**config.mk**
```make
export PLATFORM = sky130hd
export DESIGN_NAME = instr_encoder
export DESIGN_NICKNAME = d
export VERILOG_FILES = /design/src/rtl/instr_encoder_pkg.sv /design/src/rtl/instr_encoder_imm_pack.sv /design/src/rtl/instr_encoder.sv
export SDC_FILE = /design/constraint.sdc
export NUM_CORES = 1
export LEC_CHECK = 0
export BUFFER_PORTS_ARGS = -buffer_cell sky130_fd_sc_hd__buf_2
export CORE_MARGIN = 2
export CORE_UTILIZATION = 49
export DETAILED_ROUTE_END_ITERATION = 6
export GPL_TIMING_DRIVEN = 0
export PLACE_DENSITY = 0.89
export SLEW_MARGIN = 20
export SYNTH_ARGS = -nofsm -noshare
export SYNTH_HDL_FRONTEND = slang
export SYNTH_SLANG_ARGS = --single-unit
```
**constraint.sdc**
```tcl
create_clock -name clk -period 1.7 [get_ports clk]
set_input_delay 0.17 -clock clk [delete_from_list [all_inputs] [get_ports clk]]
set_output_delay 0.17 -clock clk [all_outputs]
set_load 0.01 [all_outputs]
```
**src/rtl/instr_encoder_pkg.sv**
```systemverilog
// ============================================================================
//  Module      : instr_encoder_pkg
//  Description : Shared format encodings, RV32I opcode constants and FSM
//                state encodings for the instruction encoder.
//  Revision    : 1.0  - initial release
// ============================================================================
`default_nettype none

package instr_encoder_pkg;

    localparam logic [2:0] FMT_I = 3'd0;
    localparam logic [2:0] FMT_S = 3'd1;
    localparam logic [2:0] FMT_B = 3'd2;
    localparam logic [2:0] FMT_U = 3'd3;
    localparam logic [2:0] FMT_J = 3'd4;

    localparam logic [6:0] OP_IMM    = 7'b0010011;
    localparam logic [6:0] OP_LUI    = 7'b0110111;
    localparam logic [6:0] OP_STORE  = 7'b0100011;
    localparam logic [6:0] OP_BRANCH = 7'b1100011;
    localparam logic [6:0] OP_JAL    = 7'b1101111;

    localparam logic [2:0] FUNCT3_ADDI = 3'b000;

    localparam logic [0:0] ST_IDLE   = 1'b0;
    localparam logic [0:0] ST_SECOND = 1'b1;

endpackage

`default_nettype wire

```
**src/rtl/instr_encoder_imm_pack.sv**
```systemverilog
// ============================================================================
//  Module      : imm_pack
//  Description : Scatters a signed immediate into the RV32I I/S/B/U/J bit
//                positions and flags whether it is encodable in that format.
//  Revision    : 1.0  - initial release
// ============================================================================
`default_nettype none

module imm_pack
    import instr_encoder_pkg::*;
(
    input  logic [2:0]  fmt,
    input  logic [31:0] imm,
    output logic [31:0] imm_bits,
    output logic        range_ok
);

    logic w_fits_12;
    logic w_fits_13;
    logic w_fits_21;

    // A value fits in N signed bits when every bit from N-1 upward matches the sign.
    assign w_fits_12 = (&imm[31:11]) || !(|imm[31:11]);
    assign w_fits_13 = (&imm[31:12]) || !(|imm[31:12]);
    assign w_fits_21 = (&imm[31:20]) || !(|imm[31:20]);

    always_comb begin
        imm_bits = 32'b0;
        range_ok = 1'b0;
        case (fmt)
            FMT_I: begin
                imm_bits = {imm[11:0], 20'b0};
                range_ok = w_fits_12;
            end
            FMT_S: begin
                imm_bits = {imm[11:5], 13'b0, imm[4:0], 7'b0};
                range_ok = w_fits_12;
            end
            FMT_B: begin
                imm_bits = {imm[12], imm[10:5], 13'b0, imm[4:1], imm[11], 7'b0};
                range_ok = w_fits_13 && !imm[0];
            end
            FMT_U: begin
                imm_bits = {imm[31:12], 12'b0};
                range_ok = !(|imm[11:0]);
            end
            FMT_J: begin
                imm_bits = {imm[20], imm[10:1], imm[11], imm[19:12], 12'b0};
                range_ok = w_fits_21 && !imm[0];
            end
            default: begin
                imm_bits = 32'b0;
                range_ok = 1'b0;
            end
        endcase
    end

endmodule

`default_nettype wire

```
**src/rtl/instr_encoder.sv**
```systemverilog
// ============================================================================
//  Module      : instr_encoder
//  Description : Builds RV32I instruction words from decoded fields and an
//                immediate, with a registered valid/ready output. Defining
//                INSTR_ENCODER_LI_SPLIT_EN expands wide ADDI rd,x0,imm into
//                LUI + ADDI.
//  Revision    : 1.0  - initial release
// ============================================================================
`default_nettype none

module instr_encoder
    import instr_encoder_pkg::*;
#(
    parameter int XLEN = 32
) (
    input  logic            clk,
    input  logic            rst,
    input  logic            in_valid,
    output logic            in_ready,
    input  logic [2:0]      in_fmt,
    input  logic [6:0]      in_opcode,
    input  logic [2:0]      in_funct3,
    input  logic [4:0]      in_rd,
    input  logic [4:0]      in_rs1,
    input  logic [4:0]      in_rs2,
    input  logic [XLEN-1:0] in_imm,
    output logic            out_valid,
    input  logic            out_ready,
    output logic [XLEN-1:0] out_instr,
    output logic            out_last,
    output logic            err
);

    logic [0:0]  r_state;
    logic [0:0]  w_state_next;
    logic        r_out_valid;
    logic        r_out_last;
    logic        r_err;
    logic [31:0] r_out_instr;
    logic [31:0] r_second_instr;

    logic        w_accept;
    logic        w_range_ok;
    logic        w_split;
    logic        w_ok;
    logic        w_lo_zero;
    logic [19:0] w_hi;
    logic [31:0] w_imm_bits;
    logic [31:0] w_word;
    logic [31:0] w_lui_word;
    logic [31:0] w_addi_word;

    imm_pack u_imm_pack (
        .fmt      (in_fmt),
        .imm      (in_imm),
        .imm_bits (w_imm_bits),
        .range_ok (w_range_ok)
    );

    always_comb begin
        w_word = w_imm_bits | {25'b0, in_opcode};
        case (in_fmt)
            FMT_I:        w_word = w_word | {12'b0, in_rs1, in_funct3, in_rd, 7'b0};
            FMT_S, FMT_B: w_word = w_word | {7'b0, in_rs2, in_rs1, in_funct3, 12'b0};
            FMT_U, FMT_J: w_word = w_word | {20'b0, in_rd, 7'b0};
            default:      w_word = 32'b0;
        endcase
    end

`ifdef INSTR_ENCODER_LI_SPLIT_EN
    assign w_split = (in_fmt == FMT_I) && (in_opcode == OP_IMM) &&
                     (in_funct3 == FUNCT3_ADDI) && (in_rs1 == 5'd0) && !w_range_ok;
`else
    assign w_split = 1'b0;
`endif

    // (imm + 0x800) >> 12 is the upper field plus a carry from bit 11; lo keeps imm[11:0].
    assign w_hi        = in_imm[31:12] + {19'b0, in_imm[11]};
    assign w_lo_zero   = !(|in_imm[11:0]);
    assign w_lui_word  = {w_hi, in_rd, OP_LUI};
    assign w_addi_word = {in_imm[11:0], in_rd, FUNCT3_ADDI, in_rd, OP_IMM};
    assign w_ok        = w_range_ok || w_split;
    assign w_accept    = in_valid && in_ready;

    always_ff @(posedge clk or posedge rst) begin
        if (rst) begin
            r_state <= ST_IDLE;
        end else begin
            r_state <= w_state_next;
        end
    end

    always_comb begin
        w_state_next = r_state;
        case (r_state)
            ST_IDLE:   if (w_accept && w_split && !w_lo_zero) w_state_next = ST_SECOND;
            ST_SECOND: if (out_ready) w_state_next = ST_IDLE;
            default:   w_state_next = ST_IDLE;
        endcase
    end

    always_comb begin
        in_ready = (r_state == ST_IDLE) && (!r_out_valid || out_ready);
    end

    // In SECOND the LUI word is always on the output, so out_ready means it was taken.
    always_ff @(posedge clk or posedge rst) begin
        if (rst) begin
            r_out_valid    <= 1'b0;
            r_out_instr    <= 32'b0;
            r_out_last     <= 1'b0;
            r_second_instr <= 32'b0;
            r_err          <= 1'b0;
        end else begin
            r_err <= w_accept && !w_ok;
            if (r_state == ST_SECOND) begin
                if (out_ready) begin
                    r_out_valid <= 1'b1;
                    r_out_instr <= r_second_instr;
                    r_out_last  <= 1'b1;
                end
            end else if (w_accept && w_ok) begin
                r_out_valid <= 1'b1;
                if (w_split) begin
                    r_out_instr    <= w_lui_word;
                    r_out_last     <= w_lo_zero;
                    r_second_instr <= w_addi_word;
                end else begin
                    r_out_instr <= w_word;
                    r_out_last  <= 1'b1;
                end
            end else if (out_ready) begin
                r_out_valid <= 1'b0;
            end
        end
    end

    assign out_valid = r_out_valid;
    assign out_instr = r_out_instr;
    assign out_last  = r_out_last;
    assign err       = r_err;

endmodule

`default_nettype wire

```
==> Flow_metrics.wiki, run 1 <==
{| class="wikitable"
! Metric !! Value
|-
| Most frequent cells in the layout || 100 x buf_2, 44 x nand2_1, 40 x mux2i_1
|-
| Total I/O pin count || 100
|-
| Number of different library cells in the post-synthesis netlist || 36
|-
| Share of final-layout standard cells stronger than drive strength 1 || 39.2%
|-
| Number of CTS-inserted buffers || 5
|-
| Largest fanout on the critical path || 8
|-
| Crit path setup slack, layout || -34.7 ps
|-
| Fraction of synthesized cell area in xor and xnor cells || 0.360%
|-
| Final setup viols || 9
|-
| Number of endpoints with negative hold slack in the final report || 0
|-
| Final worst hold slack || 5.97 ps
|-
| Die width || 74.4 microns
|-
| Crit path launch type || primary input
|-
| Highest ir drop seen on vdd || 0.247 mV
|-
| Routing usage on met1 || 32.4%
|-
| DRC violations left || 0
|-
| Cell repeated most along the worst path || buf_6
|-
| Insertion delay to the later sink of the worst-skew pair || 280 ps
|-
| Simple-gate area share of the yosys netlist || 20.2%
|-
| Number of antenna violations at the first check in global routing || 0
|-
| Flip-flop and latch count after synthesis || 36
|-
| CTS tree || done
|-
| Pin count of the biggest net entering global routing || 37
|-
| Worst Setup End Kind || flip-flop
|-
| DRT iter0 DRCs || 214
|-
| Number of enable-type register cells in the synthesized netlist || 0
|-
| Die area || 0.00554 sq mm
|-
| Crit path required time || 1900 ps
|-
| Startpoint of the lowest-slack register-to-register path || r_state
|-
| Number of port buffers || 99
|-
| First-pass GRT wire length || 10800 microns
|-
| Kind of cell adding the most delay to the critical path || buffers and inverters
|-
| Setup repair after global routing missed its margin || true
|-
| Count of max-cap constraint violations || 0
|-
| Core Footprint || 0.00475 sq mm
|-
| Post-placement cell area || 0.00301 sq mm
|-
| Final-layout setup total negative slack || -91.2 ps
|-
| Share of the synthesized area in compound gates (AO/OA/AOI/OAI) || 18.1%
|-
| Critical Path, Cell by Cell || buf_6 > and3b_1 > buf_6 > and4_4 > a41o_1 > a311oi_2 > or2_1 > buf_8 > clkbuf_16 > mux2i_1
|-
| Post-Synth Adder-Cell Area || 0%
|-
| Final max-slew violation count || 0
|-
| Global Route met2 Usage || 42.3%
|-
| Min-delay worst type || in -> async
|-
| Multiplexer share of the synthesized area || 17.8%
|-
| Outcome || complete, but fails checks
|-
| Via count || 2586
|-
| Overall Power || 1.79 mW
|-
| Routed vias/inst || 5.85
|-
| Most common cell after layout, fill and taps aside || buf_2
|-
| Normalized max-slew margin || 50.8%
|-
| Arrival time of the worst setup path || 1940 ps
|-
| Worst Skew || 7.96 ps
|-
| Site Rows || 25
|-
| Via count of the first global-routing pass || 2297
|-
| Share of synthesized registers carrying an async set or reset || 100%
|-
| Leakage power of the design || 1.83 nW
|-
| Die boundary height || 74.4 microns
|-
| Number of nets with antenna violations after detailed routing || 0
|-
| Share of synthesized area occupied by flip-flops and latches || 37.1%
|-
| Initial Utilization || 51.1%
|-
| Count of buffering cells on the critical path with inverters included || 4
|-
| Final critical delay including setup and external delays || 1730 ps
|-
| Synthesis-to-finish area growth || 36.8%
|-
| Nets@finish || 439
|-
| Max incr delay on CP || 300 ps
|-
| Total wire length || 7300 microns
|-
| Peak-usage layer in the global routing report || met2
|-
| H-tree lvl count || 2
|-
| Worst Reg2Reg Path Length in Cells || 7
|-
| First drt pass iteration count || 5
|-
| Hold buffers post-CTS || 0
|-
| Failing checks || setup timing
|-
| Final weighted congestion of routability-driven global placement || 0.940
|-
| CTS root buffer || clkbuf_8
|-
| Synthesized area per cell || 9.35 sq um
|-
| Net count of the mapped netlist || 324
|-
| Netlist area before placement || 0.00243 sq mm
|-
| Main combinational cell family by area after synthesis || simple AND/OR/NAND/NOR gates
|-
| Worst reg2reg endpoint || out_instr[9]
|-
| Clock-pin slew of the registers on the worst-case setup and hold paths || 70 ps
|-
| Number of instances in the synthesized netlist || 260
|-
| Routed wire length per instance || 16.5 microns
|-
| Sum of net half-perimeters after detailed placement || 5060 microns
|-
| Period utilization || 102%
|-
| Overall overflow remaining after global route || 0
|-
| Clock Sinks || 36
|-
| Synth warn || 0
|-
| Worst slew pin tran || 738 ps
|-
| Flip-flop cell with the highest count after synthesis || dfrtp_1
|-
| Post-route design area || 0.00332 sq mm
|-
| Top achievable clock speed || 0.576 GHz
|-
| Flop-to-flop setup slack || 70 ps
|-
| Power density normalized to cell area || 538 mW/mm^2
|-
| Total inserted antenna cells || 0
|-
| Max clock buf depth || 2
|-
| Critical setup path kind || in -> reg
|-
| Cell with the largest stage delay on the worst path || a311oi_2
|-
| Met3 global-route usage || 5.15%
|-
| Overall routing resource usage || 25.4%
|}
## how the worst max path moves through the flow
stage,from,to,slack (ps),depth (start not counted)
after floorplan,in_fmt[1],out_instr[10],50,9
after global placement,in_fmt[2],out_instr[21],-300,10
after detailed placement,in_fmt[2],out_instr[15],-350,10
after CTS,in_fmt[2],out_instr[16],20,10
after global routing,in_fmt[0],out_instr[9],-50,10
final,in_fmt[1],out_instr[9],-30,10
## logic make-up (layout without fill, tap and decap cells)
| family | Yosys count | after routing |
|---|---|---|
| muxes | 43 | 43 |
| DFF | 36 | 36 |
| and+or+nand+nor | 98 | 98 |
| AOI/OAI and AO/OA | 59 | 59 |
| xor gates and xnor gates | 1 | 1 |
| buffers and inverters | 23 | 138 |
## Yosys cell counts (3+ instances only)
cell	number	area share [%]
or2_0	3	0.77
buf_2	3	0.62
inv_1	4	0.62
nand4_1	6	1.5
a21o_1	7	2.2
nor4_1	8	2.1
nor2_1	6	0.93
o21ai_0	10	2.1
mux2i_1	42	17
clkbuf_1	10	1.5
or2_1	3	0.77
a32oi_1	24	8.7
dfrtp_1	36	37
nor2b_1	5	1.3
buf_12	3	2.5
o22ai_1	3	0.77
nand2b_1	12	3.1
a22oi_1	8	2.5
a21oi_1	3	0.62
nand2_1	44	6.8
## layer usage
metal  vias up  wire length [microns]
met5         -                      0
met4         0                    216
met3        27                    576
met2       159                   3630
met1      1195                   2870
li1       1205                      -
## metrics by stage
step	setup WS, ps	cells	utilization (%)
2_1_floorplan	50.5	260	-
3_3_place_gp	-297	426	63.3
3_5_place_dp	-346	426	63.3
4_1_cts	25.0	433	65.2
5_1_grt	-53.7	442	69.9
6_report	-34.7	442	69.9
## repair_timing
| action | in CTS | in global routing |
|---|---|---|
| buffers inserted | 0 | 6 |
| pin swaps | 0 | 4 |
| endpoints found under the setup margin | 28 | 33 |
| gates cloned | 0 | 3 |
| gates resized for setup | 2 | 27 |
## flip-flops by register name, summed over array words and instances, names as in the netlist
name / flops
out_valid: 1
out_last: 1
out_instr: 32
r_state: 1
err: 1
## final cells by class
class	instances	area, sq um
Fill cell	389	1430
Buffer	19	150
Timing Repair Buffer	108	636
Inverter	4	15.0
Multi-Input combinational cell	201	1460
Clock inverter	1	5.00
Clock buffer	6	72.6
Sequential cell	36	901
Tap cell	67	83.8
## power by group
group / switching (mW) / internal, mW
clock: 0.292 / 0.279
combinational: 0.204 / 0.154
sequential: 0.000525 / 0.858
total: 0.497 / 1.29
Power figures use the tool's default switching activity.
==> run 2, diff against run 1 <==
Settings changed: ABC_CLOCK_PERIOD_IN_PS set to 1700, CAP_MARGIN set to 20, SETUP_SLACK_MARGIN set to 0.05.
==> run 2 against run 1 <==
Compared with the run above: the run still ends with setup timing left; clock skew down 2.8 ps; global-route usage up 0.17 points; sequential share of layout area down 0.58 points; critical path type unchanged; highest routed layer unchanged.
==> Flow_metrics.wiki, run 2 (synthesis gave the netlist of run 1 again) <==
{| class="wikitable"
! Metric !! Value
|-
| Clock-pin slew of the registers on the worst-case setup and hold paths || 70 ps (about the same)
|-
| Overall routing resource usage || 25.6% (+0.17 points)
|-
| H-tree lvl count || 2 (unchanged)
|-
| First-pass GRT wire length || 10900 microns (+0.89%)
|-
| Crit path setup slack, layout || -134 ps (-99.2 ps)
|-
| Failing checks || setup timing
|-
| Leakage power of the design || 1.86 nW (+2.0%)
|-
| Sum of net half-perimeters after detailed placement || 5060 microns (unchanged)
|-
| Critical Path, Cell by Cell || buf_2 > nor4_1 > and4_4 > a41o_1 > a311oi_2 > or2_4 > clkbuf_16 > clkbuf_16 > mux2i_1
|-
| Routed vias/inst || 5.88 (+0.47%)
|-
| Nets@finish || 441 (+0.46%)
|-
| NetSw || 0.504 mW (+1.4%)
|-
| Share of power burned in registers || 47.7% (-0.3 points)
|-
| First drt pass iteration count || 5 (unchanged)
|-
| Count of max-cap constraint violations || 0 (unchanged)
|-
| Final setup viols || 34 (+25)
|-
| Post-Place Cells || 426 (unchanged)
|-
| Worst Reg2Reg Path Length in Cells || 6 (-1)
|-
| Worst Skew || 5.12 ps (-2.84 ps)
|-
| Crit path launch type || primary input
|-
| Utilization after layout || 71.4% (+1.5 points)
|-
| Initial Utilization || 51.1% (unchanged)
|-
| Outcome || complete, but fails checks
|-
| Total I/O pin count || 100 (unchanged)
|-
| Fraction of power spent switching nets || 28.0% (+0.21 points)
|-
| Critical setup path kind || in -> reg
|-
| Worst reg2reg endpoint || out_instr[9]
|-
| Setup repair after global routing missed its margin || true
|-
| Synthesis-to-finish area growth || 39.8%
|-
| Most common cell after layout, fill and taps aside || buf_2
|-
| Number of flip-flops under the largest register name || 32 (unchanged)
|-
| Count of placed standard cells in the final layout, fillers left out || 444 (+0.45%)
|-
| Die boundary height || 74.4 microns (unchanged)
|-
| Share of final-layout standard cells stronger than drive strength 1 || 40.3% (+1.1 points)
|-
| Final max-slew violation count || 0 (unchanged)
|-
| Min-delay worst type || in -> async
|-
| CTS root buffer || clkbuf_8
|-
| Max clock buf depth || 2 (unchanged)
|-
| Core Footprint || 0.00475 sq mm (unchanged)
|-
| Cell repeated most along the worst path || clkbuf_16
|-
| Part of the power in combinational logic || 20.4% (+0.4 points)
|-
| Power density normalized to cell area || 530 mW/mm^2 (-1.5%)
|-
| Clock Sinks || 36 (unchanged)
|-
| Via count || 2610 (+0.93%)
|-
| CTS tree || done
|-
| DRC violations left || 0 (unchanged)
|-
| Max incr delay on CP || 480 ps (+180 ps)
|-
| Die area || 0.00554 sq mm (unchanged)
|-
| Routed wire length per instance || 16.9 microns (+2.4%)
|-
| Insertion delay to the later sink of the worst-skew pair || 280 ps (about the same)
|-
| Number of CTS-inserted buffers || 5 (unchanged)
|-
| Worst slew pin tran || 736 ps (-1.73 ps)
|-
| Die width || 74.4 microns (unchanged)
|-
| Final worst hold slack || 3.70 ps (-2.28 ps)
|-
| Number of port buffers || 99 (unchanged)
|-
| Int Pwr || 1.30 mW (+0.38%)
|-
| Worst Setup End Kind || flip-flop
|-
| Top achievable clock speed || 0.545 GHz (-5.4%)
|-
| Total inserted antenna cells || 0 (unchanged)
|-
| Final weighted congestion of routability-driven global placement || 0.940 (unchanged)
|-
| Number of antenna violations at the first check in global routing || 0 (unchanged)
|-
| Placement Setup Slack || -346 ps (unchanged)
|-
| Site Rows || 25 (unchanged)
|-
| Period utilization || 108% (+5.8 points)
|-
| Normalized max-slew margin || 50.9% (+0.12 points)
|-
| Most frequent cells in the layout || 98 x buf_2, 44 x nand2_1, 40 x mux2i_1
|-
| Proportion of power drawn by the clock network || 31.8% (about the same)
|-
| Crit path required time || 1900 ps (about the same)
|-
| Number of nets with antenna violations after detailed routing || 0 (unchanged)
|-
| Largest fanout on the critical path || 5 (-3)
|-
| Number of endpoints with negative hold slack in the final report || 0 (unchanged)
|-
| Via count of the first global-routing pass || 2319 (+0.96%)
|-
| Start point of the critical path || in_imm[9]
|-
| Final critical delay including setup and external delays || 1830 ps (+99.2 ps)
|-
| Arrival time of the worst setup path || 2040 ps (+100 ps)
|-
| Cell with the largest stage delay on the worst path || nor4_1
|-
| DRT iter0 DRCs || 251 (+17%)
|-
| Highest ir drop seen on vdd || 0.255 mV (+3.4%)
|-
| Overall overflow remaining after global route || 0 (unchanged)
|-
| Destination of the critical timing path || out_instr[9]
|-
| Startpoint of the lowest-slack register-to-register path || r_state
|-
| Flop-to-flop setup slack || 100 ps (+30 ps)
|-
| Pin count of the biggest net entering global routing || 37 (unchanged)
|-
| Hold buffers post-CTS || 0 (unchanged)
|-
| Total wire length || 7510 microns (+2.9%)
|}
-- run 2: changes by cell type in the layout (fill, tap and decap cells not counted), sizes merged --
| cell | change |
|---|---|
| buf | +1 |
| clkbuf | +1 |
-- run 2: through the flow --
step                area (sq um)  power (mW)  TNS [ps]
finish                      3400        1.80     -3010
global route                3400        1.88     -3760
CTS                         3120        1.76         0
detailed placement          3010        1.20    -10270
global placement            3010        1.19     -8690
floorplan                   2430        1.05         0
-- run 2: area by class of cell --
cell class              count  area [sq um]
flip-flops and latches     36           901
repair buffers            111           686
clock buffers               6          72.6
inverters                   4          15.0
fillers                   387          1360
plain buffers              18           149
multi-input cells         201          1490
well taps                  67          83.8
clock inverters             1          5.00
-- run 2: critical path: cells and delay by family --
kind,cells,cell delay [ps]
muxes,1,160
and+or+nand+nor,3,1090
AOI/OAI and AO/OA,2,170
buffers and inverters,3,430
-- run 2: how the worst min path moves through the flow --
stage                         start             to  slack [ps]  cells past startpoint
after detailed placement        rst  out_instr[28]         350                      2
final                           rst  out_instr[24]           4                      2
after global placement    out_ready        r_state         360                      2
after CTS                       rst  out_instr[20]          40                      2
after global routing            rst  out_instr[23]          70                      2
after floorplan           out_ready        r_state         240                      1
-- run 2: what timing repair did --
| item | CTS | global route |
|---|---|---|
| cloned | 0 | 4 |
| resized for setup | 3 | 33 |
| pin swaps | 0 | 5 |
| setup buffers | 3 | 5 |
| endpoints found under the setup margin | 30 | 34 |
-- run 2: power by group through the flow --
stage	clock network [mW]	logic [mW]	registers, mW
after CTS	0.577	0.326	0.858
after floorplan	0	0.174	0.876
after global routing	0.622	0.399	0.858
final	0.573	0.368	0.858
after global placement	0	0.316	0.875
after detailed placement	0	0.322	0.875
-- run 2: layer usage --
layer	global-route usage, %	vias to the layer above	wire (microns)
met3	4.88	44	585
met2	43.1	158	3720
met4	9.52	0	289
met5	0	-	0
met1	32.7	1204	2920
li1	-	1204	-
==> run 3, diff against run 2 <==
Settings changed: BUFFER_PORTS_ARGS -buffer_cell sky130_fd_sc_hd__buf_2 to unset, CORE_UTILIZATION 49 to 63, DONT_BUFFER_PORTS set to 1, PLACE_DENSITY 0.89 to 0.87.
==> run 3 against run 2 <==
Compared with the run above: the run now ends clean; global-route usage up 4.7 points; first-iteration DRC count down 44%; worst setup slack better by 230 ps; critical path type unchanged.
==> Flow_metrics.wiki, run 3 (synthesis gave the netlist of run 1 again) <==
{| class="wikitable"
! Metric !! Value
|-
| Outcome || finished clean
|-
| Number of port buffers || 0 (-100%)
|-
| Int Pwr || 1.28 mW (-0.96%)
|-
| Final worst hold slack || 1.53 ps (-2.17 ps)
|-
| Via count of the first global-routing pass || 2113 (-8.9%)
|-
| Routed wire length per instance || 20.3 microns (+20%)
|-
| Initial Utilization || 65.9% (+15 points)
|-
| Total wire length || 6520 microns (-13%)
|-
| Critical setup path kind || in -> reg
|-
| Fraction of power spent switching nets || 26.0% (-2.0 points)
|-
| Most frequent cells in the layout || 43 x nand2_1, 42 x mux2i_1, 36 x dfrtp_1
|-
| Part of the power in combinational logic || 13.2% (-7.2 points)
|-
| Final critical delay including setup and external delays || 1600 ps (-232 ps)
|-
| Nets@finish || 337 (-24%)
|-
| Total inserted antenna cells || 0 (unchanged)
|-
| Leakage power of the design || 1.34 nW (-28%)
|-
| Arrival time of the worst setup path || 1810 ps (-230 ps)
|-
| Clock Sinks || 36 (unchanged)
|-
| Normalized max-slew margin || 49.2% (-1.6 points)
|-
| Crit path required time || 1910 ps (about the same)
|-
| Insertion delay to the later sink of the worst-skew pair || 290 ps (about the same)
|-
| Site Rows || 22 (-12%)
|-
| NetSw || 0.450 mW (-11%)
|-
| Top achievable clock speed || 0.624 GHz (+15%)
|-
| Total I/O pin count || 100 (unchanged)
|-
| Synthesis-to-finish area growth || 10.4%
|-
| Final max-slew violation count || 0 (unchanged)
|-
| Final weighted congestion of routability-driven global placement || 0.934 (-0.64%)
|-
| Worst Skew || 2.61 ps (-2.51 ps)
|-
| Worst Setup End Kind || flip-flop
|-
| Largest fanout on the critical path || 10 (+5)
|-
| Fill cells || 297 (-23%)
|-
| Die area || 0.00437 sq mm (-21%)
|-
| Sum of net half-perimeters after detailed placement || 4670 microns (-7.7%)
|-
| Overall overflow remaining after global route || 0 (unchanged)
|-
| Overall routing resource usage || 30.3% (+4.7 points)
|-
| Count of max-cap constraint violations || 0 (unchanged)
|-
| Power density normalized to cell area || 646 mW/mm^2 (+22%)
|-
| H-tree lvl count || 2 (unchanged)
|-
| Min-delay worst type || in -> reg
|-
| First-pass GRT wire length || 10100 microns (-7.5%)
|-
| Die boundary height || 66.1 microns (-11%)
|-
| Post-placement cell area || 0.00249 sq mm (-17%)
|-
| Number of antenna violations at the first check in global routing || 0 (unchanged)
|-
| Highest ir drop seen on vdd || 0.394 mV (+54%)
|-
| CTS root buffer || clkbuf_8
|-
| Setup repair after global routing missed its margin || true
|-
| Worst reg2reg endpoint || out_instr[31]
|-
| Post-route design area || 0.00268 sq mm (-21%)
|-
| Via count || 2156 (-17%)
|-
| CTS tree || done
|-
| Cell depth of the worst min-delay path || 2
|-
| Startpoint of the lowest-slack register-to-register path || out_valid
|-
| Max clock buf depth || 2 (unchanged)
|-
| Die width || 66.1 microns (-11%)
|-
| Clock-pin slew of the registers on the worst-case setup and hold paths || 70 ps (about the same)
|-
| Proportion of power drawn by the clock network || 37.2% (+5.4 points)
|-
| DRT iter0 DRCs || 140 (-44%)
|-
| Crit path launch type || primary input
|-
| Final setup viols || 0 (-100%)
|-
| First drt pass iteration count || 5 (unchanged)
|-
| Number of endpoints with negative hold slack in the final report || 0 (unchanged)
|-
| Share of power burned in registers || 49.6% (+1.9 points)
|-
| Overall Power || 1.73 mW (-3.7%)
|-
| Worst Reg2Reg Path Length in Cells || 7 (+1)
|-
| Number of CTS-inserted buffers || 5 (unchanged)
|-
| Number of flip-flops under the largest register name || 32 (unchanged)
|-
| Pin count of the biggest net entering global routing || 37 (unchanged)
|-
| Share of final-layout standard cells stronger than drive strength 1 || 12.0% (-28 points)
|-
| Number of nets with antenna violations after detailed routing || 0 (unchanged)
|-
| Core Footprint || 0.00369 sq mm (-22%)
|-
| End point of the worst hold path || err
|-
| Startpoint of the worst hold path || in_valid
|-
| Routed vias/inst || 6.70 (+14%)
|-
| Most common cell after layout, fill and taps aside || nand2_1
|-
| Worst slew pin tran || 760 ps (+24.3 ps)
|-
| Period utilization || 94.2% (-14 points)
|-
| Flop-to-flop setup slack || 120 ps (+20 ps)
|-
| DRC violations left || 0 (unchanged)
|}
## run 3: worst max path at each step
stage	from	endpoint	slack (ps)	depth (start not counted)
after detailed placement	in_fmt[0]	out_instr[31]	-250	9
after global routing	out_valid	out_instr[31]	30	7
after floorplan	in_fmt[1]	out_instr[10]	50	9
after global placement	in_fmt[0]	out_instr[31]	-190	9
after CTS	out_valid	out_instr[31]	80	7
final	in_fmt[0]	out_instr[31]	100	9
## run 3: timing repair
item	CTS	global route
gates resized for setup	3	7
setup buffers	0	4
pin swaps	0	1
endpoints found under the setup margin	30	28
hold endpoints to repair	37	1
hold buffers	2	1
## run 3: layer usage
metal | wire, microns | global-route usage (%) | part of all wire, %
met4 | 112 | 8.16 | 1.7
met5 | 0 | 0 | 0
met2 | 3160 | 48.5 | 49
met1 | 2630 | 39.0 | 40
met3 | 616 | 10.6 | 9.4
## run 3: critical path, cell delays in order
cell	delay (ps)
and3b_1	170
buf_6	130
and4_4	140
a41o_1	220
a311oi_2	270
or2_1	170
buf_6	150
buf_12	160
mux2i_1	210
## run 3: area by class of cell
cell class / count / area [sq um] / share of cell area (%)
multi-input cells: 201 / 1410 / 52.6
flip-flops and latches: 36 / 901 / 33.6
plain buffers: 18 / 140 / 5.23
clock buffers: 7 / 86.3 / 3.22
repair buffers: 7 / 60.1 / 2.24
well taps: 48 / 60.1 / 2.24
inverters: 4 / 15.0 / 0.560
clock inverters: 1 / 7.51 / 0.280
## run 3: power by group through the flow
stage                     sequential, mW  combinational, mW  clock [mW]
after floorplan                    0.876              0.174           0
after global placement             0.876              0.212           0
after detailed placement           0.876              0.217           0
after CTS                          0.859              0.222       0.644
after global routing               0.859              0.256       0.680
final                              0.859              0.230       0.644
## run 3: metrics by stage
| step | std cells | setup slack [ps] | setup TNS [ps] | util [%] |
|---|---|---|---|---|
| floorplan | 260 | 50.5 | 0 | - |
| detailed placement | 308 | -253 | -6570 | 67.5 |
| finish | 322 | 98.4 | 0 | 72.7 |
| CTS | 317 | 77.8 | 0 | 70.9 |
| global placement | 308 | -190 | -5110 | 67.5 |
| global route | 322 | 34.2 | 0 | 72.7 |
